<file path="config.mk">
export PLATFORM = sky130hd
export DESIGN_NAME = hazard_scoreboard
export DESIGN_NICKNAME = d
export VERILOG_FILES = /design/src/rtl/hazard_scoreboard.sv
export SDC_FILE = /design/constraint.sdc
export NUM_CORES = 1
export LEC_CHECK = 0
export CAP_MARGIN = 40
export CORE_MARGIN = 10
export CORE_UTILIZATION = 50
export DETAILED_ROUTE_END_ITERATION = 8
export GPL_ROUTABILITY_DRIVEN = 1
export MAX_ROUTING_LAYER = met4
export PLACE_DENSITY_LB_ADDON = 0.08
export SETUP_SLACK_MARGIN = 0.5
export SYNTH_ARGS = -nofsm -noshare
export SYNTH_HDL_FRONTEND = slang
export SYNTH_SLANG_ARGS = --single-unit
</file>
<file path="constraint.sdc">
create_clock -name clk -period 9.8 [get_ports clk]
set_clock_uncertainty 0.1 [all_clocks]
set_input_delay 1.96 -clock clk [delete_from_list [all_inputs] [get_ports clk]]
set_output_delay 1.96 -clock clk [all_outputs]
set_load 0.02 [all_outputs]
</file>
<file path="src/rtl/hazard_scoreboard.sv">
// Issue-stage hazard unit: per-register pending-write scoreboard, load-use stalls,
// operand forward selects, redirect flush window and a saturating stall-cycle counter.
module hazard_scoreboard #(
  parameter int REG_AW      = 5,
  parameter int LOAD_LAT    = 2,
  parameter int FLUSH_DEPTH = 2,
  parameter int PERF_W      = 32
) (
  input  logic              clk,
  input  logic              rst_n,
  input  logic              issue_valid,
  input  logic [REG_AW-1:0] issue_rd,
  input  logic [REG_AW-1:0] issue_rs1,
  input  logic [REG_AW-1:0] issue_rs2,
  input  logic              issue_use_rs1,
  input  logic              issue_use_rs2,
  input  logic              issue_wr,
  input  logic              issue_load,
  input  logic              redirect,
  input  logic              ext_stall,
  output logic              stall,
  output logic              flush,
  output logic [1:0]        fwd_a,
  output logic [1:0]        fwd_b,
  output logic [PERF_W-1:0] stall_cycles
);

  localparam int NREG = 1 << REG_AW;
  localparam int CW   = $clog2(LOAD_LAT + 1);
  localparam int FCW  = (FLUSH_DEPTH > 1) ? $clog2(FLUSH_DEPTH) : 1;

  localparam logic [CW-1:0]  LOAD_CNT     = CW'(LOAD_LAT);
  localparam logic [CW-1:0]  ALU_CNT      = CW'(1);
  localparam logic [FCW-1:0] FLUSH_RELOAD = FCW'(FLUSH_DEPTH - 1);

  localparam logic [1:0] FWD_RF  = 2'd0;
  localparam logic [1:0] FWD_ALU = 2'd1;
  localparam logic [1:0] FWD_MEM = 2'd2;

  logic [CW-1:0]     r_cnt [NREG];
  logic              r_ld  [NREG];
  logic [FCW-1:0]    r_flush_cnt;
  logic [PERF_W-1:0] r_perf;

  logic       w_haz_a, w_haz_b;
  logic [1:0] w_fwd_a, w_fwd_b;
  logic       w_flush, w_stall, w_accept, w_set;

  // Hazard and forward decisions read the pre-update scoreboard, so rd == rs sees the older writer.
  always_comb begin
    w_haz_a = 1'b0;
    w_haz_b = 1'b0;
    w_fwd_a = FWD_RF;
    w_fwd_b = FWD_RF;
    if (issue_use_rs1 && (issue_rs1 != '0)) begin
      w_haz_a = (r_cnt[issue_rs1] > ALU_CNT) && r_ld[issue_rs1];
      if (r_cnt[issue_rs1] == ALU_CNT) w_fwd_a = r_ld[issue_rs1] ? FWD_MEM : FWD_ALU;
    end
    if (issue_use_rs2 && (issue_rs2 != '0)) begin
      w_haz_b = (r_cnt[issue_rs2] > ALU_CNT) && r_ld[issue_rs2];
      if (r_cnt[issue_rs2] == ALU_CNT) w_fwd_b = r_ld[issue_rs2] ? FWD_MEM : FWD_ALU;
    end
  end

  assign w_flush  = redirect | (r_flush_cnt != '0);
  assign w_stall  = ext_stall | (issue_valid & ~w_flush & (w_haz_a | w_haz_b));
  assign w_accept = issue_valid & ~w_stall & ~w_flush;
  assign w_set    = w_accept & issue_wr & (issue_rd != '0);

  assign stall        = rst_n & w_stall;
  assign flush        = rst_n & w_flush;
  assign fwd_a        = rst_n ? w_fwd_a : FWD_RF;
  assign fwd_b        = rst_n ? w_fwd_b : FWD_RF;
  assign stall_cycles = r_perf;

  // NOTE: the scoreboard array is reset explicitly; stale pending counts after reset would stall or mis-forward.
  always_ff @(posedge clk or negedge rst_n) begin
    if (!rst_n) begin
      for (int i = 0; i < NREG; i++) begin
        r_cnt[i] <= '0;
        r_ld[i]  <= 1'b0;
      end
    end else if (!ext_stall) begin
      for (int i = 0; i < NREG; i++) begin
        if (w_set && (issue_rd == REG_AW'(i))) begin
          r_cnt[i] <= issue_load ? LOAD_CNT : ALU_CNT;
          r_ld[i]  <= issue_load;
        end else if (r_cnt[i] != '0) begin
          r_cnt[i] <= r_cnt[i] - ALU_CNT;
        end
      end
    end
  end

  // Flush window and perf counter keep running through external stalls.
  always_ff @(posedge clk or negedge rst_n) begin
    if (!rst_n) begin
      r_flush_cnt <= '0;
      r_perf      <= '0;
    end else begin
      if (redirect)                r_flush_cnt <= FLUSH_RELOAD;
      else if (r_flush_cnt != '0)  r_flush_cnt <= r_flush_cnt - FCW'(1);
      if (w_stall && (r_perf != '1)) r_perf <= r_perf + PERF_W'(1);
    end
  end

endmodule

</file>
Word-level counts from Yosys, hierarchy flattened
Cells that the tools add are included.
{"block": "totals", "regBits": 129, "latchBits": 0, "mem_bits_rw": 0, "mem_bits_ro": 0, "in_bits": 24, "output_inout_bits": 38, "elab_cells": 412, "memories": 0}
{"block": "classes", "add_sub_neg": 34, "mul": 0, "div": 0, "order_cmp": 4, "eq_ne": 34, "shift": 0, "muxes": 89, "n_bitwise": 16, "n_reduce_logical": 169}
{"operator": "$mux 2", "count": 77}
{"operator": "$reduce_and 2->1", "count": 64}
{"operator": "$reduce_bool 2->1", "count": 64}
{"operator": "$eq 5x5->1 const B", "count": 16}
{"operator": "$sub 2x1->2 const B", "count": 32}
{"operator": "$eq 5x4->1 const B", "count": 8}
{"operator": "$logic_and 1x1->1", "count": 37}
{"operator": "$add 32x1->32 const B", "count": 1}
{"operator": "$ne 32x32->1 const B", "count": 1}
{"operator": "$bmux 2 s5", "count": 2}
{"operator": "$eq 5x3->1 const B", "count": 4}
{"operator": "$reduce_bool 5->1", "count": 3}
{"operator": "$ge 6x6->1 const B", "count": 2}
{"operator": "$not 5->6", "count": 2}
{"operator": "$bmux 1 s5", "count": 2}
{"operator": "$eq 5x2->1 const B", "count": 2}
{"operator": "$and 1x1->1", "count": 8}
{"operator": "$mux 1", "count": 8}
{"operator": "$eq 5x1->1 const B", "count": 1}
{"operator": "$logic_not 5->1", "count": 1}
{"operator": "$eq 2x1->1 const B", "count": 2}
{"operator": "$gt 2x1->1 const B", "count": 2}
{"operator": "$not 1->1", "count": 3}
{"operator": "$or 1x1->1", "count": 3}
{"operator": "$sub 1x1->1 const B", "count": 1}

Longest topological paths before layout
{"block": "depth", "depth_word": 18, "depth_mapped": 12, "depth_no_buf": 8}

Worst setup path before layout
Ideal clock, no wire load.
{"block": "synth_path", "path_type": "input to output", "from": "input port issue_rs1[0]", "to": "output port fwd_a[0]", "arrival_ns": 4.308, "required_time_ns": 7.740, "slack_ns": 3.432, "path_stages": 9, "path_buffers": 4, "path_cell_list": "buf_4 buf_4 buf_2 clkbuf_1 mux4_2 a22o_1 nor3_1 o2111ai_1 nor2b_1"}
{"block": "synth_between", "elab_chain_cells": 8, "elab_cells_between_ends": 14, "cone_classes": "1 x eq/ne; 10 x mux; 1 x bitwise; 2 x reduce/logical"}
{"item": "from (decl)", "line_no": "13", "text": "input logic [REG_AW-1:0] issue_rs1,"}
{"item": "$not 5->6 (not written as such)", "line_no": "57", "text": "if (r_cnt[issue_rs1] == ALU_CNT) w_fwd_a = r_ld[issue_rs1] ? FWD_MEM : FWD_ALU;"}
{"item": "$bmux 2 s5 or $bmux 1 s5 (tied branches)", "line_no": "57"}
{"item": "$mux 2 (not written as such) or $mux 1 (tied branches) (2 in a row)", "line_no": "57"}
{"item": "$eq 2x1->1 or $mux 2 (tied branches)", "line_no": "57"}
{"item": "$mux 2", "line_no": "57"}
{"item": "$mux 2 (*)", "line_no": "55", "text": "if (issue_use_rs1 && (issue_rs1 != '0)) begin"}
{"item": "$mux 2 (*)", "line_no": "72", "text": "assign fwd_a = rst_n ? w_fwd_a : FWD_RF;"}
{"item": "to (decl)", "line_no": "23", "text": "output logic [1:0] fwd_a,"}
Every way passes the cells marked *; elsewhere a longest branch is shown, timed or not. The select of a mux whose other input is x is not followed.

Worst setup path after layout
{"block": "layout_path", "from": "input port issue_rs2[2]", "to": "output port stall"}
{"block": "layout_between", "elab_chain_cells": 11, "elab_cells_between_ends": 16, "cone_classes": "1 x order compare; 7 x mux; 5 x bitwise; 3 x reduce/logical"}
{"item": "from (decl)", "line_no": "14", "text": "input logic [REG_AW-1:0] issue_rs2,"}
{"item": "$not 5->6 (not written as such)", "line_no": "60", "text": "w_haz_b = (r_cnt[issue_rs2] > ALU_CNT) && r_ld[issue_rs2];"}
{"item": "$bmux 2 s5", "line_no": "60"}
{"item": "$mux 2 (not written as such) (2 in a row)", "line_no": "60"}
{"item": "$gt 2x1->1", "line_no": "60"}
{"item": "$logic_and 1x1->1", "line_no": "60"}
{"item": "$mux 1 (*)", "line_no": "59", "text": "if (issue_use_rs2 && (issue_rs2 != '0)) begin"}
{"item": "$or 1x1->1 (*)", "line_no": "66", "text": "assign w_stall = ext_stall | (issue_valid & ~w_flush & (w_haz_a | w_haz_b));"}
{"item": "$and 1x1->1 (*)", "line_no": "66"}
{"item": "$or 1x1->1 (*)", "line_no": "66"}
{"item": "$and 1x1->1 (*)", "line_no": "70", "text": "assign stall = rst_n & w_stall;"}
{"item": "to (decl)", "line_no": "21", "text": "output logic stall,"}
Marks and branches as above.

==> flow_metrics.env <==
export IMPL_track_usage_pct=21.2
export IMPL_tns_ns=0
export IMPL_seqPwrFrac_pct=35.0
export IMPL_status="completed"
export IMPL_synthMostInstantiatedCell="dfrtp_1"
export IMPL_hold_buffers=0
export IMPL_drive_gt1_share_pct=19.6
export IMPL_rrSetupSlack_ns=6.28
export IMPL_finalSetupViolCount=0
export IMPL_final_core_util_pct=59.4
export IMPL_synth_top_flop_cell="dfrtp_1"
export IMPL_critPathLaunchType="primary input"
export IMPL_start_util_pct=50.7
export IMPL_drt_vias_per_instance=5.86
export IMPL_dp_slack_ns=2.23
export IMPL_synth_top_family_by_area="multiplexers"
export IMPL_htreeDepth=4
export IMPL_crit_path_cell_trace="clkdlybuf4s50_1, or3b_2, o221a_2, and3_1, nand4bb_1, o221ai_1, and2_1, clkdlybuf4s50_1"
export IMPL_grt_pass1_vias=6491
export IMPL_die_h_um=149
export IMPL_worstMarginPinSlew_ns=0.921
export IMPL_power_share_clock_pct=28.6
export IMPL_cts_sinks=129
export IMPL_io_pins=62
export IMPL_synth_cells=785
export IMPL_row_count=47
export IMPL_postCtsSetupBuffers=0
export IMPL_ant_nets=0
export IMPL_route_vias_total=6270
export IMPL_worstPathMaxFanout=17
export IMPL_layout_nets=894
export IMPL_avgSynthCellArea_um2=10.7
export IMPL_clkLatencyLatePin_ns=0.43
export IMPL_r2r_cells=8
export IMPL_fin_ws_ns=2.24
export IMPL_ctsResizeCount=0
export IMPL_rsz0062_at_grt="no"
export IMPL_wire_per_inst_um=20.7
export IMPL_drt_iter0_markers=416
export IMPL_required_ns=7.74
export IMPL_cp_slowest_cell="clkdlybuf4s50_1"
export IMPL_synth_top_cell_area_share_pct=38.5
export IMPL_cts_root_buffer="clkbuf_16"
export IMPL_critPathTopFamily="buffers and inverters"
export IMPL_yosys_warnings=0
export IMPL_synth_area_mux_share_pct=26.1
export IMPL_cp_num_buf_inv=2
export IMPL_switching_share_pct=34.4
export IMPL_cts_buffer_depth=2
export IMPL_r2r_start="r_ld[18]"
export IMPL_worstPathArrival_ns=5.50
export IMPL_p_comb_share_pct=36.4
export IMPL_crit_path_start="issue_rs2[2]"
export IMPL_rr_endpoint="r_cnt[45]"
export IMPL_fmax_mhz=132
export IMPL_seq_area_frac_synth_pct=38.5
export IMPL_internal_power_w=0.00163
export IMPL_slew_violations=0
export IMPL_hold_slack_ns=0.324
export IMPL_drc=0
export IMPL_p_leak_nw=4.40
export IMPL_maxCapViolations=0
export IMPL_cts_tree="yes"
export IMPL_crit_top_cell="clkdlybuf4s50_1"
export IMPL_drt_wl_total_um=22200
export IMPL_max_vdd_ir_drop_mv=0.152
export IMPL_die_area_mm2=0.0223
export IMPL_synth_cell_types=57
export IMPL_overflow=0
export IMPL_max_slew_margin_pct=38.6
export IMPL_hold_viol=0
export IMPL_port_buffers=61
export IMPL_grt_max_degree=94
export IMPL_cts_buffers=17
export IMPL_synth_edff_count=0
export IMPL_clkTransAtPathRegs_ns=0.06
export IMPL_mappedNetlistArea_mm2=0.00838
export IMPL_synth_xor_area_share_pct=6.37
export IMPL_synth_simple_area_share_pct=13.5
export IMPL_antenna_found_initial=0
export IMPL_gp_congestion=0.925
export IMPL_areaGrowthSynthToFinish_pct=17.1
export IMPL_antenna_cells=0
export IMPL_synth_fa_ha_area_share_pct=4.93
export IMPL_critPathMaxStageDelay_ns=0.81
export IMPL_drtPass1Iterations=5
export IMPL_crit_cells=8
export IMPL_synth_compound_area_share_pct=5.28
export IMPL_core_mm2=0.0165
export IMPL_crit_type="primary input to primary output"
export IMPL_end_kind="primary output"
export IMPL_synth_nets=842
export IMPL_post_route_min_period_ns=7.56
export IMPL_hold_path_class="register to register"
export IMPL_synth_area_top_cells="dfrtp_1 (39%), mux4_2 (9.7%), mux2_2 (9.1%), mux2i_1 (6.9%), ha_1 (4.9%)"
export IMPL_die_w_um=149
export IMPL_yosysTopAreaCell="dfrtp_1"
export IMPL_dpl_hpwl_um=16300
export IMPL_p_sw_w=0.000852
export IMPL_p_per_area_mw_per_mm2=253
export IMPL_synth_async_reset_ratio_pct=100
export IMPL_synth_common_cells="dfrtp_1 (129), nor2_1 (91), inv_1 (71)"
export IMPL_critPathCapture="stall"
export IMPL_nFillCells=1356
export IMPL_p_total_w=0.00248
export IMPL_grt_pass1_wl_um=35900
export IMPL_ys_ff_latch=129
export IMPL_period_share_pct=77.2
## power groups by stage
stage          combinational [W]  clock [W]  sequential (W)
2_1_floorplan           0.000674          0        0.000832
3_3_place_gp            0.000843          0        0.000866
3_5_place_dp            0.000904          0        0.000874
4_1_cts                 0.000914   0.000721        0.000866
5_1_grt                  0.00102   0.000746        0.000890
6_report                0.000902   0.000710        0.000868
## how the worst min path moves through the flow
stage	start	end	slack [ns]	cells past startpoint
6_report	r_ld[31]	r_ld[31]	0.32	0
5_1_grt	r_ld[31]	r_ld[31]	0.34	0
2_1_floorplan	r_ld[31]	r_ld[31]	0.35	1
3_3_place_gp	r_ld[31]	r_ld[31]	0.29	0
4_1_cts	r_ld[31]	r_ld[31]	0.31	0
3_5_place_dp	r_ld[31]	r_ld[31]	0.30	0
## logic make-up after synthesis
group                      count (synthesis)
buffers and inverters                    109
DFF                                      129
AOI/OAI and AO/OA                         64
xor gates and xnor gates                  61
muxes                                    164
adders and majority gates                 33
and+or+nand+nor                          225
## worst reg2reg max path: cells and delay by family (launching register included)
family / cells / cell delay (ns)
DFF: 1 / 0.43
muxes: 3 / 1.14
and+or+nand+nor: 3 / 1.26
AOI/OAI and AO/OA: 2 / 0.47
## state kept, by name (all words and copies together), names as in the netlist
signal and flops:
r_cnt 64, r_flush_cnt 1, r_ld 32, stall_cycles 32
## through the flow
stage	instances	instance area [um2]
final	1070	9820
after floorplan	785	8380
after detailed placement	1038	9170
after global placement	1035	9130
after CTS	1070	9820
after global routing	1070	9820
## layout by cell type, fill, tap and decap left out, drive strengths merged, types with 5 or more instances in the layout
| cell | synthesis | routed |
|---|---|---|
| inv | 71 | 74 |
| mux2 | 70 | 70 |
| a21oi | 31 | 31 |
| nor3 | 15 | 15 |
| mux4 | 36 | 36 |
| xor2 | 18 | 18 |
| clkdlybuf4s50 | 0 | 57 |
| bufinv | 0 | 5 |
| nand2 | 20 | 20 |
| o22ai | 5 | 5 |
| clkbuf | 20 | 20 |
| dfrtp | 129 | 129 |
| ha | 33 | 33 |
| mux2i | 58 | 58 |
| buf | 18 | 14 |
| nand3 | 29 | 29 |
| nand4 | 12 | 12 |
| xnor2 | 43 | 43 |
| nor2 | 99 | 99 |
| and3 | 16 | 16 |
| nor3b | 6 | 6 |
| nor2b | 8 | 8 |
## final cells by class
cell class	count	area, um2	area share [%]
tap	220	275	2.80
clock inverter	12	204	2.08
timing repair buffer	71	692	7.05
multi-input combinational	547	4710	47.9
clock buffer	20	447	4.55
inverter	71	267	2.71
sequential	129	3230	32.9
## routing by layer
| metal | track usage [%] | wire length [um] | vias up |
|---|---|---|---|
| li1 | - | - | 2891 |
| met1 | 26.9 | 9930 | 3199 |
| met2 | 33.8 | 11000 | 158 |
| met3 | 4.14 | 984 | 22 |
| met4 | 6.23 | 284 | 0 |
| met5 | - | 0 | - |
No activity file was read; power rests on OpenSTA's default activity.
